$ cat src/rtl/hex_shift_display.sv
// hex_shift_display: shifts a byte out as two common-anode 7-segment digits to a cascaded 74HC595 pair
module hex_shift_display #(
    parameter int unsigned DIV = 4
) (
    input  logic       clk,
    input  logic       reset,
    input  logic [7:0] data,
    input  logic       update,
    output logic       ser,
    output logic       sclk,
    output logic       rclk,
    output logic       busy,
    output logic       done
);
    typedef enum logic [2:0] {IDLE, LOAD, SHIFT_LO, SHIFT_HI, LATCH, DONE} state_t;
    localparam logic [15:0][7:0] SEG = {
        8'h8E, 8'h86, 8'hA1, 8'hC6, 8'h83, 8'h88, 8'h90, 8'h80,
        8'hF8, 8'h82, 8'h92, 8'h99, 8'hB0, 8'hA4, 8'hF9, 8'hC0
    };
    localparam logic [7:0] LAST = 8'(DIV - 1);
    state_t      state_q, state_d;
    logic [7:0]  cnt_q, cnt_d, hold_q, hold_d, start;
    logic [3:0]  bit_q, bit_d;
    logic [15:0] frame_q, frame_d, enc;
    logic        pending_q, pending_d, upd_prev_q, rise, phase_end;
    logic        ser_q, ser_d, sclk_q, sclk_d, rclk_q, rclk_d, busy_q, busy_d, done_q, done_d;

    assign rise      = update & ~upd_prev_q;
    assign phase_end = cnt_q == LAST;
    assign start     = rise ? data : hold_q;
    assign enc       = {SEG[start[7:4]], SEG[start[3:0]]};
    assign ser       = ser_q;
    assign sclk      = sclk_q;
    assign rclk      = rclk_q;
    assign busy      = busy_q;
    assign done      = done_q;

    // Next-state logic: frame sequencing, bit/phase counting and latching of edges that arrive mid-frame
    always_comb begin
        state_d   = state_q;
        cnt_d     = cnt_q;
        bit_d     = bit_q;
        frame_d   = frame_q;
        hold_d    = hold_q;
        pending_d = pending_q;
        ser_d     = ser_q;
        case (state_q)
            IDLE: if (rise || pending_q) begin
                frame_d   = enc;
                ser_d     = enc[15];
                pending_d = 1'b0;
                state_d   = LOAD;
            end
            LOAD: begin
                bit_d   = 4'd15;
                cnt_d   = '0;
                state_d = SHIFT_LO;
            end
            SHIFT_LO: begin
                cnt_d   = phase_end ? 8'd0 : cnt_q + 8'd1;
                state_d = phase_end ? SHIFT_HI : SHIFT_LO;
            end
            SHIFT_HI: begin
                cnt_d = phase_end ? 8'd0 : cnt_q + 8'd1;
                if (phase_end && bit_q == 4'd0) begin
                    state_d = LATCH;
                end else if (phase_end) begin
                    bit_d   = bit_q - 4'd1;
                    ser_d   = frame_q[bit_q - 4'd1];
                    state_d = SHIFT_LO;
                end
            end
            LATCH: begin
                cnt_d   = phase_end ? 8'd0 : cnt_q + 8'd1;
                state_d = phase_end ? DONE : LATCH;
            end
            DONE: state_d = IDLE;
            default: state_d = IDLE;
        endcase
        if (rise && state_q != IDLE) begin
            pending_d = 1'b1;
            hold_d    = data;
        end
        sclk_d = state_d == SHIFT_HI;
        rclk_d = state_d == LATCH;
        busy_d = state_d != IDLE;
        done_d = state_d == DONE;
    end

    // State and registered outputs; reset drops everything to idle without touching the 595 latch
    always_ff @(posedge clk) begin
        if (!reset) begin
            state_q    <= IDLE;
            cnt_q      <= '0;
            bit_q      <= '0;
            frame_q    <= '0;
            hold_q     <= '0;
            pending_q  <= 1'b0;
            upd_prev_q <= 1'b1;
            ser_q      <= 1'b0;
            sclk_q     <= 1'b0;
            rclk_q     <= 1'b0;
            busy_q     <= 1'b0;
            done_q     <= 1'b0;
        end else begin
            state_q    <= state_d;
            cnt_q      <= cnt_d;
            bit_q      <= bit_d;
            frame_q    <= frame_d;
            hold_q     <= hold_d;
            pending_q  <= pending_d;
            upd_prev_q <= update;
            ser_q      <= ser_d;
            sclk_q     <= sclk_d;
            rclk_q     <= rclk_d;
            busy_q     <= busy_d;
            done_q     <= done_d;
        end
    end
endmodule

$ cat config.mk
export PLATFORM = sky130hd
export DESIGN_NAME = hex_shift_display
export DESIGN_NICKNAME = d
export VERILOG_FILES = /design/src/rtl/hex_shift_display.sv
export SDC_FILE = /design/constraint.sdc
export NUM_CORES = 1
export LEC_CHECK = 0
export BUFFER_PORTS_ARGS = -buffer_cell sky130_fd_sc_hd__buf_2
export CAP_MARGIN = 0
export CORE_ASPECT_RATIO = 0.5
export CORE_MARGIN = 5
export CORE_UTILIZATION = 40
export DETAILED_ROUTE_END_ITERATION = 12
export SYNTH_ARGS = -nofsm -noshare
export SYNTH_HDL_FRONTEND = slang
export SYNTH_SLANG_ARGS = --single-unit
$ cat constraint.sdc
create_clock -name clk -period 6.6 [get_ports clk]
set_input_delay 0.66 -clock clk [delete_from_list [all_inputs] [get_ports clk]]
set_output_delay 0.66 -clock clk [all_outputs]
set_load 0.02 [all_outputs]
After elaboration in Yosys (flattened, before gate mapping)
Memory sizes are Yosys's and may differ from the RTL's. A register that Yosys moved wholly into a read port is not among the register bits.
Cells that the tools add are included.
{ "word_totals": {"out_inout_bits": 5, "mem_count": 2, "reg_bits": 46, "romBits": 256, "wordCells": 73, "inputBits": 11} }
{ "classes": {"eq_ne": 11, "muxes": 23, "n_lt_le_gt_ge": 3, "bitwise": 2, "n_reduce_logical": 18, "n_addsub": 2} }
{ "mem_list": {"columns": ["memory", "depth", "word_bits", "read_ports", "rd_clocked_by_memory_dff", "write_ports", "line", "text"], "rows": [
  ["(name not given)", 16, 8, 1, 1, 0, "31", "assign enc = {SEG[start[7:4]], SEG[start[3:0]]};"],
  ["(name not given)", 16, 8, 1, 0, 0, "31", null]
]} }
{ "ops": {"columns": ["op", "n"], "rows": [
  ["$mux 8", 4],
  ["$pmux 8 s2", 1],
  ["$lt 4x5->1 const B", 3],
  ["$pmux 3 s5", 1],
  ["$reduce_bool 2->1", 5],
  ["$eq 3x2->1 const B", 3],
  ["$eq 3x3->1 const B", 3],
  ["$mux 1", 9],
  ["$mux 3", 3],
  ["$add 8x1->8 const B", 1],
  ["$eq 8x2->1 const B", 1],
  ["$mux 4", 2],
  ["$pmux 4 s2", 1],
  ["$ne 2x2->1 const B", 3],
  ["$reduce_bool 3->1", 2],
  ["$bmux 1 s4", 1],
  ["$logic_not 4->1", 1],
  ["$reduce_and 2->1", 2],
  ["$reduce_and 4->1", 1],
  ["$sub 4x1->4 const B", 1],
  ["$eq 3x1->1 const B", 1],
  ["$logic_not 3->1", 1],
  ["$reduce_and 3->1", 1],
  ["$reduce_or 3->1", 1],
  ["6 further kinds", 7]
]} }

Depth between registers and ports, before layout
{ "logic_depth": {"word_depth": 7, "mapped_depth": 9, "depth_no_buf": 7} }

Least setup slack after synthesis
No wires, ideal clock.
{ "synth_timing": {"kind": "input to register", "startpoint": "input update", "endpoint": "register frame_q[11]", "required_ns": 6.482, "arrival_ns": 2.431, "path_stages": 9, "setup_slack_ns": 4.051, "setup_ns": 0.118, "cell_sequence": "nor2b_1 -> buf_2 -> buf_6 -> mux2i_1 -> inv_1 -> ha_1 -> and2_1 -> a2111o_1 -> o2111a_1"} }
{ "synth_via": {"elab_chain_cells": 4, "elab_cells_between_ends": 6} }
{ "synth_rtl": {"columns": ["item", "line", "text"], "rows": [
  ["start, declared", "8", "input logic update,"],
  ["$and 1x1->1 (*)", "28", "assign rise = update & ~upd_prev_q;"],
  ["$mux 8", "30", "assign start = rise ? data : hold_q;"],
  ["$mem_v2 16x8", null, null],
  ["$mux 8 (not written as such)", "31", null],
  ["end signal, assigned", "109", "frame_q <= frame_d;"],
  ["end, declared", "24", "logic [15:0] frame_q, frame_d, enc;"]
]} }
Every way passes the cells marked *; elsewhere a longest branch is shown, timed or not. The select of a mux whose other input is x is not followed.
A chain may end at the register's enable or synchronous reset.

Worst setup path in the final report
{ "layout_timing": {"startpoint": "input update", "endpoint": "register frame_q[3]"} }
{ "layout_via": {"elab_chain_cells": 3, "elab_cells_between_ends": 4} }
{ "layout_rtl": {"columns": ["item", "line", "text"], "rows": [
  ["$and 1x1->1 (*)", "28", null],
  ["$logic_or 1x1->1", "48", "IDLE: if (rise || pending_q) begin"],
  ["$reduce_and 2->1 (no source line)", null, null]
]} }
Every way passes the cells marked *; elsewhere a longest branch is shown, timed or not.

==> results.md <==
- Per report_power, the clock group accounts for 47.8% of the total.
- Summed over all layers, the routed wires come to 5792 um.
- The total die area is 8094 um2.
- The global routing usage summed across all routing layers is 15.34%.
- The clock tree synthesis step divided the H-tree into 2 levels.
- In this run the power density over the cells is 236.8 nW/um2.
- The largest voltage drop on the vdd net is 0.1013 mV.
- Power comes to 0.0006773 W.
- Detailed routing inserted a total of 2089 vias.
- The number of buffers inserted during clock tree synthesis is 5.
- In this run the tightest slew margin relative to its limit is 19.11%.
- Internal power comes to 0.0005243 W.
- The effective utilization at floorplan is 41.33%.
- The area used by multi-input combinational logic is 1524 um2.
- Setup violations remaining at the end of the flow were counted as 0.
- Entering global routing, the biggest net connects 28 pins.
- For this run, design rule violations remaining after detail routing come to 0.
- The average instance in the mapped netlist occupies 8.949 um2.
- The number of library cell types mapped by synthesis is 57.
- The worst setup path is captured at a flip-flop.
- The CTS clock-pin slew for the worst setup and hold paths is 60 ps.
- The clock arrives with just over 5 ps of skew.
- Setup repair after global routing left no endpoint under its margin.
- For this run, the top clock speed supported by timing is 375.1 MHz.
- During I/O placement, the number of pins put on the boundary was 16.
- The synthesis-to-finish area growth is 13.34%.
- The DRC violation total after the first TritonRoute iteration is between 150 and 200.
- In the post-synthesis netlist, the biggest area contributors are sky130_fd_sc_hd__dfxtp_1 36%, sky130_fd_sc_hd__mux2i_1 7.1%, sky130_fd_sc_hd__ha_1 6.9%.
- The final RePlAce weighted congestion is 0.8368.
- The category of the worst setup path launch point is an input port.
- The net switching power is 0.0001530 W.
- The required time reported for the critical path endpoint is 6730 ps.
- On the critical path, the stage with the largest delay is an instance of sky130_fd_sc_hd__mux2i_1.
- The final standard cell area without fillers is 2860 um2.
- The run finished with clean final reports.
- The worst-case setup margin in the final layout is between 3000 and 4000 ps.
- The maximum fanout along the worst path is 14.
- The signal on the critical path passes through buf_2, nor2b_1, buf_4, mux2i_1, inv_1, ha_1, nor2b_1, a2111oi_0, a2111oi_0.
- For this design, the CTS-stage hold fixing added 0 buffers.
- The total count of max-transition violations in the final report is 0.
- In the synthesized netlist the dominant register cell turns out to be sky130_fd_sc_hd__dfxtp_1.
- The number of failing hold endpoints at the final stage is 0.
- Measured along the y axis, the die boundary spans 66.17 um.
- The number of clock sinks seen by CTS is 45.
- The net switching share of the total power is 22.59%.
- The worst-margin pin slew is 1180 ps.
- The peak per-stage delay on the critical path is around 570 ps.
- STA puts the critical path data arrival time at 2800 ps.
- The synthesized netlist occupies a cell area of between 2000 and 3000 um2.
- In the synthesized netlist, the number of instances is 282.
- The number of antenna diodes in the final layout is 0.
- The number of gates resized after CTS is 0.
- The total negative slack is 0 ps.
- The number of global-route vias before repair is 2008.
- The warning count from the yosys run is 0.
- The cell taking the most area after synthesis is sky130_fd_sc_hd__dfxtp_1.
- Per report_power, the combinational group accounts for 9.9% of the total.
- Across the run, the number of max-cap violations was 0.
- After the last flow step, the layout net total stands at 319.
- The placement row count is 20.
- In this run, synthesis inferred 0 flip-flops with an integrated enable.
- The filler cells instantiated in the layout total around 600.
- The root buffer cell chosen for the clock tree is sky130_fd_sc_hd__clkbuf_16.
- The path class of the tightest hold or removal check is flip-flop to flip-flop.
- The part of the Yosys area used for sequential elements is 35.70%.
- By startpoint and endpoint, the worst setup path is classified as input port to flip-flop.
- The share of total power dissipated in sequential elements is around 42%.
- Timing analysis after detailed placement gives a worst setup slack of 3645 ps.
- The TritonCTS clock tree is built.
- The post-route minimum period is between 2000 and 3000 ps.
- In the synthesized netlist the async set-or-reset flop fraction comes to 0%.
- The leakage power figure is 1.078 nW.
- The count of nets left with antenna violations once routing finished came out at 0.
- Before antenna repair, the detailed router went through 4 iterations.
- Clock latency on the worst-skew pair, taken at its later pin, is roughly 290 ps.
- The chip width is 122.3 um.
- The clock passes through at most 2 buffers.
- The number of antenna violations at the first check in global routing is 0.
- The routed length per placed instance is 15.12 um.
- The share of the synthesized area in the top cell type is a little over a third.
- The area of the placeable core is 6106 um2.
- After detailed placement, the total cell area comes to 2670 um2.
- Cells with a size suffix above 1 make up 16.61% of the layout.
- The fraction of the cycle the final worst path needs is 40.39%.
- The sequential cell area in the final layout is ~900 um2.
- The post-synthesis sequential element count is 45.
- In the routed layout, each cell is associated on average with a via count of 5.454.
- The first global-routing pass estimated 9687 um of wire.
- Once detailed placement completed, the half-perimeter wirelength came to 4002 um.
- The number of setup buffers added after CTS is 0.
- The overall overflow remaining after global route is 0.
- Counting every net in the synthesized netlist gives 307.
- Buffers placed on the I/O ports in this run total 15.
==> final timing paths <==
| check | start | to | slack, ps | cells past startpoint |
|---|---|---|---|---|
| worst max register to register | bit_q[0] | ser | 4070 | 6 |
| worst min register to register | bit_q[1] | bit_q[1] | 490 | 2 |
| worst max-delay path | update | frame_q[3] | 3930 | 9 |
| worst min-delay path | bit_q[1] | bit_q[1] | 490 | 2 |
==> flip-flops by register name, indices dropped and copies added, names as in the netlist <==
signal,flops
done,1
frame_q,15
pending_q,1
upd_prev_q,1
busy,1
cnt_q,8
rclk,1
hold_q,8
ser,1
sclk,1
bit_q,4
state_q,3
==> layer usage <==
layer / vias to the layer above / routed length (um) / GRT usage, %
met5: - / 0 / 0
met4: 0 / 68 / 4.603
met3: 5 / 246 / 3.333
met2: 52 / 2656 / 26.73
met1: 985 / 2820 / 19.15
li1: 1047 / - / -
==> final cells by class <==
class                      count  share of cell area (%)
multi-input combinational    214                   53.28
sequential                    45                   31.50
clock buffer                   5                   4.374
tap                           88                   3.850
timing repair buffer          18                   3.412
clock inverter                 3                   2.275
inverter                      10                   1.312
==> placed cells by master, fill, tap and decap left out, drive strengths merged, types with 3 or more instances in the layout <==
cell type  instances
dfxtp             45
nor2              31
nand2             22
o21ai             19
mux2i             18
buf               18
nor3              17
a21oi             17
ha                14
inv                9
nand3              9
nor2b              5
mux4               5
clkbuf             5
mux2               4
a31oi              4
and3               4
a211oi             3
nand2b             3
==> cells in the mapped netlist, drive strengths merged (4+ instances only) <==
cell	n
dfxtp	45
mux2i	18
ha	14
nor3	17
nor2	31
mux4	5
inv	9
a21oi	17
mux2	4
nand2	22
o21ai	19
buf	5
nand3	9
nor2b	5
a31oi	4
and3	4
clkbuf	8
==> power by group through the flow <==
stage,clock (W),combinational [W],sequential [W]
floorplan,0,0.0000486,0.000292
detailed placement,0,0.0000660,0.000293
CTS,0.000331,0.0000665,0.000287
global route,0.000342,0.0000736,0.000288
global placement,0,0.0000648,0.000293
finish,0.000324,0.0000668,0.000287
==> kinds of logic (layout without fill, tap and decap cells) <==
| kind of cell | count (synthesis) | in the layout | share of synthesized area [%] |
|---|---|---|---|
| adder cells (fa/ha/maj) | 14 | 14 | 6.941 |
| flip-flops | 45 | 45 | 35.70 |
| AND/OR/NAND/NOR | 106 | 106 | 22.01 |
| AO/OA/AOI/OAI | 63 | 63 | 16.66 |
| buffers and inverters | 23 | 36 | 3.917 |
| multiplexers | 27 | 27 | 13.39 |
| XOR/XNOR | 4 | 4 | 1.388 |
==> worst max-delay path: cells and delay by family <==
kind                       cells  cell delay, ps
AOI/OAI and AO/OA              2             590
adders and majority gates      1             250
buffers and inverters          3             470
muxes                          1             570
and+or+nand+nor                2             240
==> metrics by stage <==
| stage | utilization, % | hold WS, ps | cells |
|---|---|---|---|
| 5_1_grt | 46.84 | 517.0 | 383 |
| 3_5_place_dp | 43.73 | 483.4 | 375 |
| 4_1_cts | 46.84 | 496.4 | 383 |
| 2_1_floorplan | - | 453.4 | 282 |
| 6_report | 46.84 | 495.0 | 383 |
| 3_3_place_gp | 43.73 | 470.0 | 375 |
No activity file was read; power rests on OpenSTA's default activity.
